File: config.mk
export PLATFORM = sky130hd
export DESIGN_NAME = sdram_lane_buffer
export DESIGN_NICKNAME = d
export VERILOG_FILES = /design/src/rtl/sdram_lane_buffer.sv
export SDC_FILE = /design/constraint.sdc
export NUM_CORES = 1
export LEC_CHECK = 0
export BUFFER_PORTS_ARGS = -buffer_cell sky130_fd_sc_hd__buf_2
export CAP_MARGIN = 10
export CORE_UTILIZATION = 40
export DETAILED_ROUTE_END_ITERATION = 12
export PLACE_DENSITY_LB_ADDON = 0.05
export RECOVER_POWER = 100
export SETUP_SLACK_MARGIN = 0.4
export SLEW_MARGIN = 0
export SYNTH_ARGS = -nofsm -noshare
export SYNTH_HDL_FRONTEND = slang
export SYNTH_SLANG_ARGS = --single-unit
export TNS_END_PERCENT = 20
File: constraint.sdc
create_clock -name sys_clk -period 3 [get_ports sys_clk]
set_input_delay 0.6 -clock sys_clk [delete_from_list [all_inputs] [get_ports sys_clk]]
set_output_delay 0.6 -clock sys_clk [all_outputs]
set_load 0.02 [all_outputs]
File: src/rtl/sdram_lane_buffer.sv
`default_nettype none
// ============================================================================
//  Module   : sdram_lane_buffer
//  Brief    : Packs pixels into one lane of the SDRAM word, drives DQM, and
//             rotates write/read lanes per frame (ping-pong or triple+ buffer).
//  Revision : 1.0 - initial release
// ============================================================================
module sdram_lane_buffer #(
    parameter int  DQ_W   = 32,
    parameter int  LANE_W = 16,
    localparam int LANES  = DQ_W / LANE_W,
    localparam int IDX_W  = $clog2(LANES),
    localparam int BM_W   = DQ_W / 8,
    localparam int BPL    = LANE_W / 8
) (
    input  logic              sys_clk,
    input  logic              sys_rst_n,
    input  logic              wr_en,
    input  logic              rd_en,
    input  logic              wr_frame_end,
    input  logic              rd_frame_end,
    input  logic [LANE_W-1:0] wr_data_in,
    output logic [DQ_W-1:0]   wr_dq_out,
    input  logic [DQ_W-1:0]   rd_dq_in,
    input  logic              rd_dq_valid,
    output logic [LANE_W-1:0] rd_data_out,
    output logic              rd_data_valid,
    output logic [BM_W-1:0]   sdram_dqm,
    output logic [IDX_W-1:0]  wr_lane,
    output logic [IDX_W-1:0]  rd_lane,
    output logic              frame_ready,
    output logic              rd_repeat
);

    localparam logic [IDX_W-1:0] c_LAST_LANE = IDX_W'(LANES - 1);
    localparam logic [IDX_W-1:0] c_ONE       = IDX_W'(1);

    logic [BM_W-1:0]   r_dqm;
    logic [IDX_W-1:0]  r_wr_lane;
    logic [IDX_W-1:0]  r_rd_lane;
    logic [IDX_W-1:0]  r_last_done;
    logic              r_fresh;
    logic              r_frame_ready;
    logic              r_rd_repeat;
    logic [LANE_W-1:0] r_rd_data;
    logic              r_rd_valid;

    logic [BM_W-1:0]   w_wr_mask;
    logic [LANE_W-1:0] w_rd_sel;
    logic [IDX_W-1:0]  w_step1;
    logic [IDX_W-1:0]  w_step2;
    logic [IDX_W-1:0]  w_rd_next;
    logic [IDX_W-1:0]  w_wr_next;
    logic [IDX_W-1:0]  w_last_next;
    logic              w_fresh_next;
    logic              w_ready_next;
    logic              w_repeat_next;

    // Per-lane data placement and byte-mask generation
    genvar gi;
    generate
        for (gi = 0; gi < LANES; gi++) begin : g_lane
            assign wr_dq_out[gi*LANE_W +: LANE_W] =
                (r_wr_lane == IDX_W'(gi)) ? wr_data_in : '0;
            assign w_wr_mask[gi*BPL +: BPL] =
                (r_wr_lane == IDX_W'(gi)) ? '0 : '1;
        end
    endgenerate

    always_comb begin
        w_rd_sel = '0;
        for (int i = 0; i < LANES; i++) begin
            if (r_rd_lane == IDX_W'(i)) begin
                w_rd_sel = rd_dq_in[i*LANE_W +: LANE_W];
            end
        end
    end

    // Wrap-around increments keep indices in range for non-power-of-2 LANES
    assign w_step1 = (r_wr_lane == c_LAST_LANE) ? '0 : r_wr_lane + c_ONE;
    assign w_step2 = (w_step1   == c_LAST_LANE) ? '0 : w_step1   + c_ONE;

    always_comb begin
        w_rd_next     = r_rd_lane;
        w_wr_next     = r_wr_lane;
        w_last_next   = r_last_done;
        w_fresh_next  = r_fresh;
        w_ready_next  = r_frame_ready;
        w_repeat_next = 1'b0;

        if (rd_frame_end) begin
            if (r_fresh) begin
                w_rd_next    = r_last_done;
                w_fresh_next = 1'b0;
                w_ready_next = 1'b1;
            end else begin
                w_repeat_next = 1'b1;
            end
        end

        // Write side sees the read lane already updated this cycle
        if (wr_frame_end) begin
            w_last_next  = r_wr_lane;
            w_fresh_next = 1'b1;
            if (LANES == 2) begin
                w_wr_next = ~r_wr_lane;
            end else if (w_step1 != w_rd_next) begin
                w_wr_next = w_step1;
            end else begin
                w_wr_next = w_step2;
            end
        end
    end

    always_ff @(posedge sys_clk) begin
        if (!sys_rst_n) begin
            r_dqm         <= '0;
            r_wr_lane     <= '0;
            r_rd_lane     <= '0;
            r_last_done   <= '0;
            r_fresh       <= 1'b0;
            r_frame_ready <= 1'b0;
            r_rd_repeat   <= 1'b0;
            r_rd_data     <= '0;
            r_rd_valid    <= 1'b0;
        end else begin
            if (wr_en) begin
                r_dqm <= w_wr_mask;
            end else if (rd_en) begin
                r_dqm <= '0;
            end

            if (rd_dq_valid) begin
                r_rd_data <= w_rd_sel;
            end
            r_rd_valid    <= rd_dq_valid;

            r_wr_lane     <= w_wr_next;
            r_rd_lane     <= w_rd_next;
            r_last_done   <= w_last_next;
            r_fresh       <= w_fresh_next;
            r_frame_ready <= w_ready_next;
            r_rd_repeat   <= w_repeat_next;
        end
    end

    assign sdram_dqm     = r_dqm;
    assign wr_lane       = r_wr_lane;
    assign rd_lane       = r_rd_lane;
    assign frame_ready   = r_frame_ready;
    assign rd_repeat     = r_rd_repeat;
    assign rd_data_out   = r_rd_data;
    assign rd_data_valid = r_rd_valid;

endmodule
`default_nettype wire

==> results of run 1 <==
power by group:
group	leakage (nW)	total [mW]	switching, mW	internal (mW)
clock network	0.0139	0.151	0.100	0.0508
logic	0.508	0.212	0.133	0.0793
registers	0.207	0.375	0.0209	0.354
total	0.729	0.738	0.253	0.484
cells in the final DEF (no fill, tap or decap), types with 2 or more instances in the layout:
master,count
a21oi_1,20
mux2i_1,17
dfxtp_1,25
and2_0,8
nand2_1,2
or3b_1,2
nor2b_1,17
nor2_1,4
buf_2,61
o21ai_0,16
and2_1,9
clkbuf_1,51
clkbuf_4,3
cell usage after synthesis (all sizes together):
master,number,area [sq um]
dfxtp,25,500
a21oi,20,100
and2,17,106
mux2i,17,170
nor2b,17,106
o21ai,16,80.1
buf,9,73.8
nor2,4,15.0
clkbuf,3,11.3
nand2,2,7.51
or3b,2,17.5
a21bo,1,10.0
inv,1,3.75
nand2b,1,6.26
nand3,1,5.00
o21a,1,7.51
xnor2,1,8.76
worst max-delay path, stage by stage (launching register included):
cell and delay, ps:
dfxtp_1 330, clkbuf_1 840, buf_2 320
worst min path at each step:
stage / start / end / cells after the start
6_report: r_fresh / rd_repeat / 1
5_1_grt: rd_frame_end / rd_repeat / 3
4_1_cts: frame_ready / frame_ready / 2
3_5_place_dp: frame_ready / frame_ready / 2
3_3_place_gp: frame_ready / frame_ready / 2
2_1_floorplan: r_fresh / rd_repeat / 1
kinds of logic after synthesis:
| kind of cell | after synthesis |
|---|---|
| xor gates and xnor gates | 1 |
| DFF | 25 |
| buffers and inverters | 13 |
| AOI/OAI and AO/OA | 38 |
| and+or+nand+nor | 44 |
| muxes | 17 |
routing by layer:
layer  track usage (%)  part of all wire, %  up-vias
li1                  -                    -      674
met1              16.8                   40      550
met2              35.4                   51       65
met3              2.95                  8.4        2
met4              6.97                 0.56        0
met5                 0                    0        -
area by class of cell:
cell class | count | area, sq um
clock inverters | 1 | 7.51
well taps | 31 | 38.8
flip-flops and latches | 25 | 500
clock buffers | 3 | 22.5
fillers | 281 | 1120
repair buffers | 112 | 497
multi-input cells | 100 | 641
inverters | 1 | 3.75
metrics by stage:
stage	power [mW]	cells	setup slack, ps	hold WS, ps	instance area [sq um]
3_3_place_gp	0.603	269	1150	451	1750
2_1_floorplan	0.517	138	1420	434	1230
6_report	0.738	273	585	492	1710
4_1_cts	0.759	273	695	493	1780
5_1_grt	0.785	273	442	501	1710
3_5_place_dp	0.608	269	1070	460	1750
state kept, by name (all words and copies together), names as in the netlist:
name / cells
rd_data_valid: 1
rd_data_out: 16
rd_lane: 1
frame_ready: 1
r_last_done: 1
r_fresh: 1
sdram_dqm: 2
rd_repeat: 1
wr_lane: 1
==> key figures, run 1 <==
Hold path
  – Hold WC Path Type: reg -> reg

Job
  – Max-cap viol count: 0

Routing
  – Routed Antenna Nets: 0
  – Drt first pass iters: 9
  – Total Wirelength: 3.03 mm
  – Total number of vias: 1291
  – Drt drc: 9
  – Number of DRC markers in iteration 0: 43
  – Routed vias/inst: 4.73
  – Per-cell routed wire length: 11.1 microns

Synth
  – Post-Syn Nets: 193
  – Mapped Area: 1230 sq um
  – Post-synthesis mux area share: 13.8%
  – Post-synthesis adder-cell area fraction: 0%
  – Simple-Gate Fraction of Synth Area: 21.5%
  – Synthesized instance count: 138
  – Synth warn: 0
  – Seq cells post-synth: 25
  – Sequential fraction of the synthesis area: 40.7%
  – Largest family of logic cells by synthesized area: simple AND/OR/NAND/NOR gates
  – Library cells used by synthesis: 20
  – Post-Synth XOR/XNOR Area: 0.712%
  – Synth Area in Compound Gates: 16.1%
  – Syn avg cell area: 8.91 sq um

Placed design
  – Final HPWL DP: 2.34 mm
  – Number of port buffers: 111
  – Routability congestion estimate: 0.744

Clocking
  – Num CTS Buffers: 3
  – Clock sink count: 25
  – Max Root-Sink Buffers: 2
  – # H-tree levels: 1
  – CTS resizes: 0
  – Hold buffers post-CTS: 0
  – CTS tree: built
  – Clock root buffer: clkbuf_4
  – Clk_lat worst skew: 320 ps
  – Clock-pin slew on the worst setup and hold paths: 150 ps
  – Postcts setup bufs: 0

STA
  – Slew margin rel.: 23.3%
  – Setup TNS Final: 0 ps
  – Max Slew Vio Count: 0
  – RSZ-0062 raised after global routing: false
  – Tmin final: 2420 ps
  – Worst-Margin Slew: 1150 ps
  – Clock Skews: 15.4 ps
  – Final Hold Viols: 0
  – Fmax: 0.414 GHz
  – Final worst-path cycle share: 80.5%
  – Final setup fails: 0

Run status
  – Failing checks: design-rule violations
  – Status: finished with violations

Final layout
  – Final nets: 298
  – Final core utilization: 60.5%
  – Fraction of layout cells with a size suffix above 1: 27.3%
  – ANT cells: 0
  – Layout area overhead: 39.1%

Critical path
  – Critical path startpoint category: flop
  – Worst Reg-to-Reg Cells: 3
  – Critical path endpoint: rd_lane
  – CP endpoint kind: output pin
  – Crit path kind: reg -> out
  – Worst setup path startpoint: rd_lane
  – WP data arrival: 1820 ps
  – Register-to-register path setup slack: 1310 ps
  – Critical Path Fanout Max: 18
  – Worst R2R Start: rd_lane
  – Reg2Reg Capture Point: rd_data_out[14]
  – Worst path required time: 2400 ps

Floorplanning
  – Die Area: 3300 sq um
  – Die Height: 57.5 microns
  – IO Pins: 112
  – Core box area: 2830 sq um
  – Die Width: 57.5 microns
  – Row cnt: 19
  – Initial core utilization: 43.5%

Global route
  – Remaining Overflow, GRT: 0
  – Initial antenna violation count: 0
  – GRT Util Overall: 17.4%
  – First-pass GRT wire length: 4.47 mm
  – Vias in the first global route: 1125
  – Pin count of the biggest net entering global routing: 38

Power
  – Power Dens Cells: 431 nW/um^2
  – Maximum vdd ir drop: 0.271 mV
  – Leak Pwr: 0.729 nW
Power figures use the tool's default switching activity.
==> inputs of run 2 (changes only) <==
Settings changed: CORE_UTILIZATION 40 to 37.
Clock period 3 ns to 2.4 ns, I/O delays scaled along.
==> run 2 against run 1 <==
The run now ends clean. Design area rose by 1.9%. First-iteration DRC count rose by 33%. Worst hold slack got worse by 91 ps. Clock skew shrank 2.8 ps. Non-clock buffer count is 1 higher. Final cell count rose by 5.1%. Worst setup slack got worse by 200 ps. Core utilization down 4.3 points. Combinational power grew 31%. Clock-buffer cell count unchanged. Die area up 7.8%. Critical path type unchanged. Critical endpoint is now wr_dq_out[24]. Largest power group unchanged. Highest routed layer unchanged.
==> key figures, run 2 (synthesized netlist as in run 1, its figures left out) <==
Run status
  – Status: finished, final reports clean

Clocking
  – Num CTS Buffers: 3 (unchanged)
  – Postcts setup bufs: 0 (unchanged)
  – Max Root-Sink Buffers: 2 (unchanged)
  – CTS tree: built
  – Clock sink count: 25 (unchanged)
  – # H-tree levels: 1 (unchanged)
  – Clk_lat worst skew: 310 ps (about the same)
  – CTS resizes: 0 (unchanged)
  – Hold buffers post-CTS: 0 (unchanged)
  – Clock-pin slew on the worst setup and hold paths: 140 ps (about the same)
  – Clock root buffer: clkbuf_4

Power
  – Final total power: 920 uW (+25%)
  – Maximum vdd ir drop: 0.417 mV (+54%)
  – Leak Pwr: 0.770 nW (+5.6%)
  – Power Dens Cells: 528 nW/um^2 (+22%)

STA
  – Worst-Margin Slew: 737 ps (-413 ps)
  – Final worst setup slack: 385 ps (-200 ps)
  – RSZ-0062 raised after global routing: false
  – Final setup fails: 0 (unchanged)
  – Tmin final: 2010 ps
  – Final Hold Viols: 0 (unchanged)
  – Max Slew Vio Count: 0 (unchanged)
  – Fmax: 0.496 GHz
  – Slew margin rel.: 50.9% (+28 points)
  – Setup TNS Final: 0 ps (unchanged)
  – Hold Worst Slack: 400 ps (-91.1 ps)
  – Clock Skews: 12.6 ps (-2.77 ps)
  – Final worst-path cycle share: 84.0%

Final layout
  – Fillers: 347 (+23%)
  – Most common cell after layout, fill and taps aside: buf_2
  – ANT cells: 0 (unchanged)
  – Layout area overhead: 41.7%
  – Max reg flops: 16 (unchanged)
  – Final core utilization: 56.2% (-4.3 points)
  – Multi-input logic area: 641 sq um (unchanged)
  – Final nets: 299 (+0.34%)
  – Design Area, Final: 1740 sq um (+1.9%)
  – Fraction of layout cells with a size suffix above 1: 31.3% (+4.0 points)
  – Most frequent cells in the layout: 70 x buf_2, 42 x clkbuf_1, 25 x dfxtp_1
  – Final instance count without filler cells: 287 (+5.1%)
  – FF+latch area: 500 sq um (unchanged)

Global route
  – Remaining Overflow, GRT: 0 (unchanged)
  – First-pass GRT wire length: 4.42 mm (-1.2%)
  – Pin count of the biggest net entering global routing: 34 (-11%)
  – Vias in the first global route: 1034 (-8.1%)
  – Initial antenna violation count: 0 (unchanged)
  – GRT Util Overall: 16.0% (-1.4 points)

Floorplanning
  – Row cnt: 20 (+1)
  – Die Height: 59.7 microns (+3.8%)
  – IO Pins: 112 (unchanged)
  – Initial core utilization: 39.6% (-3.8 points)
  – Die Width: 59.7 microns (+3.8%)
  – Core box area: 3100 sq um (+9.7%)
  – Die Area: 3560 sq um (+7.8%)

Critical path
  – Crit path kind: reg -> out
  – WP data arrival: 1530 ps (-290 ps)
  – Worst Reg-to-Reg Cells: 3 (unchanged)
  – Critical Path Fanout Max: 30 (+12)
  – CP endpoint kind: output pin
  – Critical path startpoint category: flop
  – Worst path required time: 1920 ps (-480 ps)

Routing
  – Routed vias/inst: 4.44 (-6.1%)
  – Routed Antenna Nets: 0 (unchanged)
  – Total number of vias: 1274 (-1.3%)
  – Drt drc: 0 (-9)
  – Total Wirelength: 2.86 mm (-5.5%)
  – Number of DRC markers in iteration 0: 57 (+33%)
  – Per-cell routed wire length: 9.96 microns (-10%)
  – Drt first pass iters: 4 (-5)

Placed design
  – Placed cell count: 283 (+5.2%)
  – Pre-CTS setup slack: 902 ps (-172 ps)
  – Final HPWL DP: 2.22 mm (-5.1%)
  – Number of port buffers: 111 (unchanged)
  – Post-DP Area: 1770 sq um (+1.4%)
  – Routability congestion estimate: 0.660 (-11%)

Hold path
  – Hold Path Cell Cnt: 3 (+2)
  – Hold WC Path Type: in -> reg

Job
  – Max-cap viol count: 0 (unchanged)
run 2: cell types whose count changed in the layout (fill, tap and decap cells not counted), sizes merged:
| cell | delta |
|---|---|
| buf | +9 |
| clkbuf | -8 |
run 2: cell type report:
class | count | area share [%]
multi-input cells | 100 | 36.8
repair buffers | 113 | 29.4
flip-flops and latches | 25 | 28.7
well taps | 44 | 3.16
clock buffers | 3 | 1.29
clock inverters | 1 | 0.431
inverters | 1 | 0.215
run 2: critical path, stage by stage (launching register included):
cell,delay [ps]
dfxtp_1,450
clkbuf_2,420
and2_1,190
buf_2,160
run 2: worst paths after layout:
| kind | from | to | slack [ps] |
|---|---|---|---|
| max | wr_lane | wr_dq_out[24] | 390 |
| min | rd_frame_end | rd_repeat | 400 |
| max reg2reg | rd_lane | rd_data_out[12] | 770 |
| min reg2reg | frame_ready | frame_ready | 490 |
run 2: power breakdown:
| part | internal [mW] | switching [mW] |
|---|---|---|
| sequential | 0.443 | 0.0155 |
| clock | 0.0635 | 0.122 |
| combinational | 0.103 | 0.174 |
run 2: routing by layer:
metal	share of wire, %	global-route usage, %	up-vias
met3	6.8	4.55	2
met2	48	27.5	53
li1	-	-	673
met1	44	20.3	546
met4	0.45	1.99	0
met5	0	0	-
